File: src/rtl/rx_lane_frontend.sv
`default_nettype none
// ============================================================================
// Module   : rx_lane_frontend
// Purpose  : SerDes receive-lane front end in the recovered-clock domain.
//            Corrects polarity and bit order of the raw 32-bit word, qualifies
//            the stream with a synchronized SerDes-ready, and feeds the RX
//            async gearbox. Also hosts a loss-of-activity detector and a
//            self-synchronizing PRBS31 checker for link bring-up.
// Ports    : clk_in / clk_in_reset   recovered clock, async active-high reset
//            serdes_rx_ready         SerDes ready (asynchronous, synchronized)
//            serdes_data[31:0]       raw word, bit 0 received first
//            cfg_invert              invert all bits (quasi-static)
//            cfg_bit_reverse         reverse bit order (quasi-static)
//            prbs_check_en           enable PRBS31 checker
//            prbs_err_clear          one-cycle pulse, zeroes error counter
//            data_out[31:0]          corrected word to gearbox data_in
//            valid_out               qualifier to gearbox valid_in
//            signal_ok               activity detector status
//            prbs_locked             PRBS checker locked
//            prbs_err_count          saturating PRBS bit-error count
// Revision : 1.0 - initial release
// ============================================================================
module rx_lane_frontend #(
    parameter int STATIC_LIMIT    = 64,
    parameter int ACTIVE_LIMIT    = 16,
    parameter int PRBS_LOCK_WORDS = 8,
    parameter int ERR_CNT_W       = 16
) (
    input  logic                 clk_in,
    input  logic                 clk_in_reset,
    input  logic                 serdes_rx_ready,
    input  logic [31:0]          serdes_data,
    input  logic                 cfg_invert,
    input  logic                 cfg_bit_reverse,
    input  logic                 prbs_check_en,
    input  logic                 prbs_err_clear,
    output logic [31:0]          data_out,
    output logic                 valid_out,
    output logic                 signal_ok,
    output logic                 prbs_locked,
    output logic [ERR_CNT_W-1:0] prbs_err_count
);

    // ------------------------------------------------------------------------
    // Constants
    // ------------------------------------------------------------------------
    localparam int c_ACT_MAX = (STATIC_LIMIT > ACTIVE_LIMIT) ? STATIC_LIMIT : ACTIVE_LIMIT;
    localparam int c_ACT_W   = $clog2(c_ACT_MAX + 1);
    localparam logic [c_ACT_W-1:0] c_ACT_LAST  = c_ACT_W'(ACTIVE_LIMIT - 1);
    localparam logic [c_ACT_W-1:0] c_STAT_LAST = c_ACT_W'(STATIC_LIMIT - 1);

    localparam int c_UNLOCK_WORDS = 4;
    localparam int c_RUN_MAX = (PRBS_LOCK_WORDS > c_UNLOCK_WORDS) ? PRBS_LOCK_WORDS : c_UNLOCK_WORDS;
    localparam int c_RUN_W   = $clog2(c_RUN_MAX + 1);
    localparam logic [c_RUN_W-1:0] c_LOCK_LAST   = c_RUN_W'(PRBS_LOCK_WORDS - 1);
    localparam logic [c_RUN_W-1:0] c_UNLOCK_LAST = c_RUN_W'(c_UNLOCK_WORDS - 1);

    // Popcount of a 32-bit mask needs 6 bits; the sum is widened by that much
    // so saturation can be decided without wrap-around.
    localparam int c_SUM_W = ERR_CNT_W + 6;
    localparam logic [c_SUM_W-1:0] c_ERR_MAX_EXT = {6'd0, {ERR_CNT_W{1'b1}}};

    typedef enum logic [0:0] {
        ACT_LOST = 1'b0,
        ACT_OK   = 1'b1
    } act_state_t;

    typedef enum logic [0:0] {
        PRBS_HUNT   = 1'b0,
        PRBS_LOCKED = 1'b1
    } prbs_state_t;

    // ------------------------------------------------------------------------
    // Ready synchronizer
    // ------------------------------------------------------------------------
    logic r_rdy_meta;
    logic r_rdy_s;

    always_ff @(posedge clk_in or posedge clk_in_reset) begin
        if (clk_in_reset) begin
            r_rdy_meta <= 1'b0;
            r_rdy_s    <= 1'b0;
        end else begin
            r_rdy_meta <= serdes_rx_ready;
            r_rdy_s    <= r_rdy_meta;
        end
    end

    // ------------------------------------------------------------------------
    // Correction and two-stage datapath
    // ------------------------------------------------------------------------
    logic [31:0] w_inv;
    logic [31:0] w_corr;

    always_comb begin
        w_inv  = serdes_data ^ {32{cfg_invert}};
        w_corr = w_inv;
        if (cfg_bit_reverse) begin
            for (int i = 0; i < 32; i++) begin
                w_corr[i] = w_inv[31-i];
            end
        end
    end

    logic [31:0] r_w1;
    logic        r_v1;
    logic [31:0] r_data_out;
    logic        r_valid_out;

    // Data moves every cycle; only the valid bit qualifies it, so a ready
    // drop lets already-captured words drain at normal latency.
    always_ff @(posedge clk_in or posedge clk_in_reset) begin
        if (clk_in_reset) begin
            r_w1        <= 32'd0;
            r_v1        <= 1'b0;
            r_data_out  <= 32'd0;
            r_valid_out <= 1'b0;
        end else begin
            r_w1        <= w_corr;
            r_v1        <= r_rdy_s;
            r_data_out  <= r_w1;
            r_valid_out <= r_v1;
        end
    end

    // ------------------------------------------------------------------------
    // Activity detector (stage-1 words)
    // ------------------------------------------------------------------------
    act_state_t         r_act_state;
    act_state_t         w_act_state_nx;
    logic [c_ACT_W-1:0] r_act_cnt;
    logic [c_ACT_W-1:0] w_act_cnt_nx;
    logic               r_prev_vld;
    logic               w_prev_vld_nx;
    logic               r_prev_b31;
    logic               w_prev_b31_nx;
    logic               w_all_eq;
    logic               w_static;

    // A static word is a constant run continuing the previous word's level;
    // with no valid previous word every word counts as active.
    assign w_all_eq = (r_w1 == 32'h0000_0000) || (r_w1 == 32'hFFFF_FFFF);
    assign w_static = w_all_eq && r_prev_vld && (r_w1[31] == r_prev_b31);

    always_ff @(posedge clk_in or posedge clk_in_reset) begin
        if (clk_in_reset) begin
            r_act_state <= ACT_LOST;
            r_act_cnt   <= '0;
            r_prev_vld  <= 1'b0;
            r_prev_b31  <= 1'b0;
        end else begin
            r_act_state <= w_act_state_nx;
            r_act_cnt   <= w_act_cnt_nx;
            r_prev_vld  <= w_prev_vld_nx;
            r_prev_b31  <= w_prev_b31_nx;
        end
    end

    always_comb begin
        w_act_state_nx = r_act_state;
        w_act_cnt_nx   = r_act_cnt;
        w_prev_vld_nx  = r_prev_vld;
        w_prev_b31_nx  = r_prev_b31;
        if (!r_rdy_s) begin
            w_act_state_nx = ACT_LOST;
            w_act_cnt_nx   = '0;
            w_prev_vld_nx  = 1'b0;
        end else if (r_v1) begin
            w_prev_vld_nx = 1'b1;
            w_prev_b31_nx = r_w1[31];
            case (r_act_state)
                ACT_LOST: begin
                    if (w_static) begin
                        w_act_cnt_nx = '0;
                    end else if (r_act_cnt == c_ACT_LAST) begin
                        w_act_state_nx = ACT_OK;
                        w_act_cnt_nx   = '0;
                    end else begin
                        w_act_cnt_nx = r_act_cnt + c_ACT_W'(1);
                    end
                end
                default: begin
                    if (!w_static) begin
                        w_act_cnt_nx = '0;
                    end else if (r_act_cnt == c_STAT_LAST) begin
                        w_act_state_nx = ACT_LOST;
                        w_act_cnt_nx   = '0;
                    end else begin
                        w_act_cnt_nx = r_act_cnt + c_ACT_W'(1);
                    end
                end
            endcase
        end
    end

    // ------------------------------------------------------------------------
    // PRBS31 checker, stage A: error mask (data_out words)
    // ------------------------------------------------------------------------
    // r_hist[j] is bit (n-31+j) relative to bit 0 of the current word, so the
    // extended vector below is indexed in received order. Prediction uses the
    // received bits themselves, which makes the checker self-synchronizing.
    logic [30:0] r_hist;
    logic        r_hist_ok;
    logic [31:0] r_mask;
    logic        r_mask_v;
    logic [34:0] w_ext;
    logic [31:0] w_pred;
    logic [31:0] w_mask;
    logic        w_prbs_to_hunt;

    assign w_ext = {r_data_out[3:0], r_hist};

    always_comb begin
        w_pred = '0;
        for (int i = 0; i < 32; i++) begin
            w_pred[i] = w_ext[i] ^ w_ext[i+3];
        end
        w_mask = w_pred ^ r_data_out;
    end

    // On a drop back to HUNT, the word captured in the same cycle only
    // reloads history; scoring restarts with the word after it.
    always_ff @(posedge clk_in or posedge clk_in_reset) begin
        if (clk_in_reset) begin
            r_hist    <= '0;
            r_hist_ok <= 1'b0;
            r_mask    <= '0;
            r_mask_v  <= 1'b0;
        end else if (!prbs_check_en) begin
            r_hist_ok <= 1'b0;
            r_mask_v  <= 1'b0;
        end else if (r_valid_out) begin
            r_hist    <= r_data_out[31:1];
            r_mask    <= w_mask;
            r_mask_v  <= r_hist_ok && !w_prbs_to_hunt;
            r_hist_ok <= 1'b1;
        end else begin
            r_mask_v <= 1'b0;
            if (w_prbs_to_hunt) begin
                r_hist_ok <= 1'b0;
            end
        end
    end

    // ------------------------------------------------------------------------
    // PRBS31 checker, stage B: lock FSM and error accumulation
    // ------------------------------------------------------------------------
    prbs_state_t          r_prbs_state;
    prbs_state_t          w_prbs_state_nx;
    logic [c_RUN_W-1:0]   r_run_cnt;
    logic [c_RUN_W-1:0]   w_run_cnt_nx;
    logic                 w_acc;
    logic                 w_mask_nz;
    logic [5:0]           w_pop;
    logic [c_SUM_W-1:0]   w_sum;
    logic [ERR_CNT_W-1:0] w_sum_sat;
    logic [ERR_CNT_W-1:0] r_err_cnt;

    assign w_mask_nz = |r_mask;

    always_comb begin
        w_pop = '0;
        for (int i = 0; i < 32; i++) begin
            w_pop = w_pop + {5'd0, r_mask[i]};
        end
    end

    assign w_sum     = {6'd0, r_err_cnt} + {{ERR_CNT_W{1'b0}}, w_pop};
    assign w_sum_sat = (w_sum > c_ERR_MAX_EXT) ? {ERR_CNT_W{1'b1}} : w_sum[ERR_CNT_W-1:0];

    always_ff @(posedge clk_in or posedge clk_in_reset) begin
        if (clk_in_reset) begin
            r_prbs_state <= PRBS_HUNT;
            r_run_cnt    <= '0;
        end else begin
            r_prbs_state <= w_prbs_state_nx;
            r_run_cnt    <= w_run_cnt_nx;
        end
    end

    // r_run_cnt counts clean words while hunting and errored words while
    // locked; any word of the other kind restarts it.
    always_comb begin
        w_prbs_state_nx = r_prbs_state;
        w_run_cnt_nx    = r_run_cnt;
        w_prbs_to_hunt  = 1'b0;
        w_acc           = 1'b0;
        if (!prbs_check_en) begin
            w_prbs_state_nx = PRBS_HUNT;
            w_run_cnt_nx    = '0;
        end else if (r_mask_v) begin
            case (r_prbs_state)
                PRBS_HUNT: begin
                    if (w_mask_nz) begin
                        w_run_cnt_nx = '0;
                    end else if (r_run_cnt == c_LOCK_LAST) begin
                        w_prbs_state_nx = PRBS_LOCKED;
                        w_run_cnt_nx    = '0;
                    end else begin
                        w_run_cnt_nx = r_run_cnt + c_RUN_W'(1);
                    end
                end
                default: begin
                    w_acc = 1'b1;
                    if (!w_mask_nz) begin
                        w_run_cnt_nx = '0;
                    end else if (r_run_cnt == c_UNLOCK_LAST) begin
                        w_prbs_state_nx = PRBS_HUNT;
                        w_run_cnt_nx    = '0;
                        w_prbs_to_hunt  = 1'b1;
                    end else begin
                        w_run_cnt_nx = r_run_cnt + c_RUN_W'(1);
                    end
                end
            endcase
        end
    end

    always_ff @(posedge clk_in or posedge clk_in_reset) begin
        if (clk_in_reset) begin
            r_err_cnt <= '0;
        end else if (prbs_err_clear) begin
            r_err_cnt <= '0;
        end else if (w_acc) begin
            r_err_cnt <= w_sum_sat;
        end
    end

    // ------------------------------------------------------------------------
    // Outputs
    // ------------------------------------------------------------------------
    assign data_out       = r_data_out;
    assign valid_out      = r_valid_out;
    assign signal_ok      = (r_act_state == ACT_OK);
    assign prbs_locked    = (r_prbs_state == PRBS_LOCKED);
    assign prbs_err_count = r_err_cnt;

endmodule
`default_nettype wire
File: config.mk
export PLATFORM = sky130hd
export DESIGN_NAME = rx_lane_frontend
export DESIGN_NICKNAME = d
export VERILOG_FILES = /design/src/rtl/rx_lane_frontend.sv
export SDC_FILE = /design/constraint.sdc
export NUM_CORES = 1
export LEC_CHECK = 0
export ABC_CLOCK_PERIOD_IN_PS = 10100
export CORE_MARGIN = 5
export CORE_UTILIZATION = 55
export DETAILED_ROUTE_END_ITERATION = 8
export PLACE_DENSITY = 0.89
export RECOVER_POWER = 25
export SYNTH_ARGS = -nofsm -noshare
export SYNTH_HDL_FRONTEND = slang
export SYNTH_SLANG_ARGS = --single-unit
File: constraint.sdc
create_clock -name clk_in -period 10.1 [get_ports clk_in]
set_input_delay 1.515 -clock clk_in [delete_from_list [all_inputs] [get_ports clk_in]]
set_output_delay 1.515 -clock clk_in [all_outputs]
set_load 0.02 [all_outputs]
==> impl_metrics.py, run 1 <==
metrics = {
    "outcome": {
        "status": "finished, violations left",
        "violations": "capacitance limit, slew limit",
    },
    "synthesis": {
        "synth_top_area_share_pct": 49.2,
        "yosysUniqueCellTypes": 61,
        "syn_area_per_cell_um2": 11.7,
        "ys_top_cells_by_area": "dfrtp_1, xnor2_1, fa_1, mux2_2, mux2i_1",
        "yosysSeqAreaShare_pct": 49.2,
        "ys_ff_latch": 164,
        "synth_top_area_cell": "dfrtp_1",
        "synth-async-reset-ratio_pct": 100,
        "synth-warning-count": 0,
        "synth_area_um2": 8330,
        "synth_edf_count": 0,
        "synth_flop_cell": "dfrtp_1",
        "netlist_instances": 712,
        "synth_nets": 794,
    },
    "worst_setup_path": {
        "worstPathRequired_ns": 10.42,
        "cp_max_fo": 13,
        "cp-start-kind": "flop",
        "cp-end-kind": "flop",
        "crit_arrival_ns": 5.92,
        "crit_type": "flop to flop",
    },
    "sta": {
        "max_freq_ghz": 0.179,
        "setup_viol": 0,
        "min_period_over_period_pct": 55.4,
        "maxSlewViolCount": 141,
        "fin_ws_ns": 4.50,
        "hold_violations": 0,
        "rsz0062_at_grt": "no",
        "period_needed_ns": 5.60,
        "worst_pin_slew_ns": 4.54,
        "skew_ns": 0.00964,
        "fin_setup_tns_ns": 0,
        "relSlewSlack_pct": -205,
    },
    "routing": {
        "dr.pass1.iters": 4,
        "vias": 5528,
        "ant_nets": 0,
        "drc": 0,
        "wl_mm": 17.5,
        "drt_iter0_markers": 313,
        "wl_per_cell_um": 17.6,
        "avgViaCountPerCell": 5.56,
    },
    "clock_tree": {
        "clockRootBuffer": "clkbuf_16",
        "cts_tree": "built",
        "cts.path.max_buffers": 2,
        "cts_resized": 0,
        "clkSinkCount": 164,
        "h-tree-depth": 4,
        "numCtsBuffers": 17,
        "clk_latency_ns": 0.43,
        "clkTransAtPathRegs_ns": 0.07,
        "cts_hold_buf": 0,
        "cts_setup_buffers": 0,
    },
    "floorplan": {
        "die_w_um": 133,
        "die-area_um2": 17700,
        "ios": 90,
        "rows": 45,
        "die_h_um": 133,
        "core_um2": 15000,
        "initial_utilization_pct": 55.4,
    },
    "min_path": {
        "min_path_type": "flop to flop",
    },
    "cells_and_area": {
        "antenna_cells": 0,
        "layout_commonest_cell": "dfrtp_1",
        "final_cell_mix": "dfrtp_1, clkdlybuf4s50_1, xnor2_1",
        "drive_gt1_share_pct": 9.91,
        "final_net_count": 876,
        "area_growth_pct": 19.6,
    },
    "placed_design": {
        "gpl.final_weighted_congestion": 0.873,
        "dp_hpwl_mm": 12.5,
        "pre_cts_ws_ns": 4.52,
        "io_buffer_count": 89,
    },
    "job": {
        "maxCapViolations": 2,
    },
    "global_routing": {
        "grt_pass1_wl_mm": 28.8,
        "grt_pass1_vias": 5748,
        "grt.total_usage_pct": 20.6,
        "grt_overflow_total": 0,
        "antenna_found_initial": 0,
        "grt_max_degree": 108,
    },
}
==> flip-flops by register name, summed over array words and instances, names as in the netlist, 4 cells and up <==
name,flops
r_run_cnt,4
prbs_err_count,16
r_hist,31
r_mask,32
data_out,32
r_w1,32
r_act_cnt,7
==> critical path, stage by stage, from the launching register on <==
cell      delay [ns]
dfrtp_1         0.43
fa_1            0.56
inv_1           0.06
fa_1            0.53
fa_1            0.44
fa_1            0.50
fa_1            0.55
fa_1            0.44
fa_1            0.40
inv_1           0.08
fa_1            0.20
a21oi_1         0.11
o211a_1         0.27
nor3_4          0.28
nand2_2         0.23
o211a_1         0.17
a211oi_1        0.22
==> Yosys cell counts (all sizes together), types with 2 or more instances <==
cell     count
a211oi       5
a21boi       2
a21oi       11
a22o         2
a311oi       6
and2         2
and3         5
and4         2
buf         10
clkbuf      18
dfrtp      164
fa          26
ha          17
inv         51
mux2        36
mux2i       37
nand2       49
nand2b       4
nand3       12
nand4       16
nor2        22
nor2b        7
nor3         7
nor3b        3
nor4        20
o2111ai      2
o211a        4
o211ai       4
o21a         3
o21ai       38
o22ai        2
o311ai       3
o31ai        2
o41ai        4
xnor2       68
xor2        35
==> worst paths after layout <==
check	slack, ns	end	from	cells after the start
min reg2reg	0.35	r_rdy_s	r_rdy_meta	0
max	4.50	prbs_err_count[7]	prbs_err_count[0]	16
min in group asynchronous	2.92	r_hist[16]	clk_in_reset	2
max reg2reg	4.50	prbs_err_count[7]	prbs_err_count[0]	16
min	0.35	r_rdy_s	r_rdy_meta	0
max in group asynchronous	5.02	r_mask[5]	clk_in_reset	3
==> cells by family after synthesis <==
| logic type | share of synthesized area, % |
|---|---|
| XOR/XNOR | 10.8 |
| AND/OR/NAND/NOR | 9.85 |
| flip-flops | 49.2 |
| multiplexers | 9.46 |
| adder cells (fa/ha/maj) | 8.80 |
| buffers and inverters | 3.72 |
| AO/OA/AOI/OAI | 8.09 |
==> per-layer routing <==
layer | routed length [um] | vias up | part of all wire [%] | GRT usage, %
met2 | 9340 | 159 | 53 | 36.5
met5 | 0 | - | 0 | 0
met3 | 781 | 37 | 4.5 | 4.34
met4 | 390 | 0 | 2.2 | 7.20
met1 | 6950 | 2712 | 40 | 25.0
li1 | - | 2620 | - | -
==> cell type report <==
class                           instances  area, um^2
Clock buffer                           18         429
Inverter                               51         193
Tap cell                              188         235
Fill cell                            1105        5070
Timing Repair Buffer                   91         895
Clock inverter                         14         220
Sequential cell                       164        4100
Multi-Input combinational cell        469        3890
==> metrics by stage <==
step | hold slack [ns] | utilization, % | instances | area, um^2
3_3_place_gp | 0.333 | 62.2 | 963 | 9350
6_report | 0.348 | 66.3 | 995 | 9970
2_1_floorplan | 0.331 | - | 712 | 8330
5_1_grt | 0.367 | 66.3 | 995 | 9970
3_5_place_dp | 0.335 | 62.2 | 963 | 9350
4_1_cts | 0.349 | 66.5 | 995 | 10000
Power of run 1 is left out: the tool's default activity adds up to more than one toggle a clock period on the data nets, which glitch-free logic cannot reach.
==> inputs of run 2 (changes only) <==
--- a/config.mk
+++ b/config.mk
@@ -5,7 +5,7 @@
 export SDC_FILE = /design/constraint.sdc
 export NUM_CORES = 1
 export LEC_CHECK = 0
-export ABC_CLOCK_PERIOD_IN_PS = 10100
+export ABC_CLOCK_PERIOD_IN_PS = 5800
 export CORE_MARGIN = 5
 export CORE_UTILIZATION = 55
 export DETAILED_ROUTE_END_ITERATION = 8
==> constraint.sdc (replaced) <==
create_clock -name clk_in -period 5.8 [get_ports clk_in]
set_input_delay 0.87 -clock clk_in [delete_from_list [all_inputs] [get_ports clk_in]]
set_output_delay 0.87 -clock clk_in [all_outputs]
set_load 0.02 [all_outputs]
==> run 2 against run 1 <==
The flow still finishes with violations (capacitance limit, slew limit). Fmax increased by 1.4%. Wire length down 0.43%. Final cell count unchanged. Sequential share of layout area grew 0.11 points.
==> impl_metrics.py, run 2 (synthesis results as in run 1) <==
metrics = {
    "outcome": {
        "status": "finished, violations left",
        "violations": "capacitance limit, slew limit",
    },
    "floorplan": {
        "initial_utilization_pct": 55.4,
        "die_h_um": 133,
        "die-area_um2": 17700,
        "core_um2": 15000,
        "rows": 45,
        "ios": 90,
        "die_w_um": 133,
    },
    "cells_and_area": {
        "area_growth_pct": 19.3,
        "instances_no_fill": 995,
        "layout_commonest_cell": "dfrtp_1",
        "utilization_pct": 66.1,
        "antenna_cells": 0,
        "fin_area_um2": 9940,
        "final_cell_mix": "dfrtp_1, clkdlybuf4s50_1, xnor2_1",
        "drive_gt1_share_pct": 10.5,
        "final_net_count": 876,
    },
    "worst_setup_path": {
        "worstPathRequired_ns": 6.11,
        "cp_max_fo": 6,
        "crit_type": "flop to flop",
        "crit_arrival_ns": 5.83,
        "cp-start-kind": "flop",
        "cp-end-kind": "flop",
    },
    "clock_tree": {
        "clkTransAtPathRegs_ns": 0.07,
        "cts_resized": 0,
        "clk_latency_ns": 0.44,
        "clockRootBuffer": "clkbuf_16",
        "cts.path.max_buffers": 2,
        "cts_tree": "built",
        "cts_setup_buffers": 0,
        "clkSinkCount": 164,
        "numCtsBuffers": 17,
        "cts_hold_buf": 0,
        "h-tree-depth": 4,
    },
    "min_path": {
        "min_path_type": "flop to flop",
    },
    "routing": {
        "vias": 5563,
        "drt_iter0_markers": 391,
        "wl_per_cell_um": 17.5,
        "drc": 0,
        "avgViaCountPerCell": 5.59,
        "ant_nets": 0,
        "dr.pass1.iters": 5,
        "wl_mm": 17.4,
    },
    "sta": {
        "maxSlewViolCount": 155,
        "rsz0062_at_grt": "no",
        "max_freq_ghz": 0.181,
        "period_needed_ns": 5.52,
        "fin_setup_tns_ns": 0,
        "skew_ns": 0.0105,
        "hold_violations": 0,
        "worst_pin_slew_ns": 2.46,
        "min_period_over_period_pct": 95.2,
        "relSlewSlack_pct": -63.9,
        "setup_viol": 0,
    },
    "placed_design": {
        "gpl.final_weighted_congestion": 0.895,
        "io_buffer_count": 89,
        "numPlacedInstances": 963,
        "dp_hpwl_mm": 12.7,
        "place_area_um2": 9350,
    },
    "global_routing": {
        "grt.total_usage_pct": 20.7,
        "antenna_found_initial": 0,
        "grt_pass1_vias": 5750,
        "grt_pass1_wl_mm": 28.9,
        "grt_overflow_total": 0,
        "grt_max_degree": 122,
    },
    "job": {
        "maxCapViolations": 2,
    },
}
-- run 2: area by class of cell --
cell class,count,area (um^2)
multi-input cells,469,3930
clock buffers,18,439
flip-flops and latches,164,4100
clock inverters,14,146
fillers,1078,5090
inverters,51,195
well taps,188,235
repair buffers,91,895
-- run 2: critical path, cell delays in order, from the launching register on --
cell and delay [ns]:
dfrtp_1 0.44, fa_1 0.55, inv_1 0.05, fa_1 0.38, inv_1 0.08, fa_1 0.45, fa_1 0.52, fa_1 0.54
inv_1 0.05, fa_1 0.52, inv_1 0.07, ha_1 0.29, nor2b_1 0.14, o31a_1 0.27, o211a_1 0.23, o21a_1 0.26
o211ai_1 0.22, mux2_1 0.34
-- run 2: through the flow --
step	setup slack, ns	hold WS (ns)
2_1_floorplan	0.446	0.331
3_3_place_gp	0.412	0.332
3_5_place_dp	0.236	0.336
4_1_cts	0.208	0.352
5_1_grt	0.0138	0.364
6_report	0.280	0.349
-- run 2: final timing paths --
path                                   start                 end  slack, ns  cells past startpoint
max                        prbs_err_count[0]  prbs_err_count[11]       0.28                     17
min                               r_rdy_meta             r_rdy_s       0.35                      0
max reg2reg                prbs_err_count[0]  prbs_err_count[11]       0.28                     17
min reg2reg                       r_rdy_meta             r_rdy_s       0.35                      0
max in group asynchronous       clk_in_reset           valid_out       2.56                      3
min in group asynchronous       clk_in_reset          r_hist[13]       1.69                      2
-- run 2: metal layers --
metal,up-vias,track usage (%),wire length (um)
li1,2637,-,-
met1,2770,24.7,7110
met2,127,36.5,9160
met3,29,5.29,702
met4,0,7.43,421
met5,-,0,0
Power of run 2 is left out for the same reason.
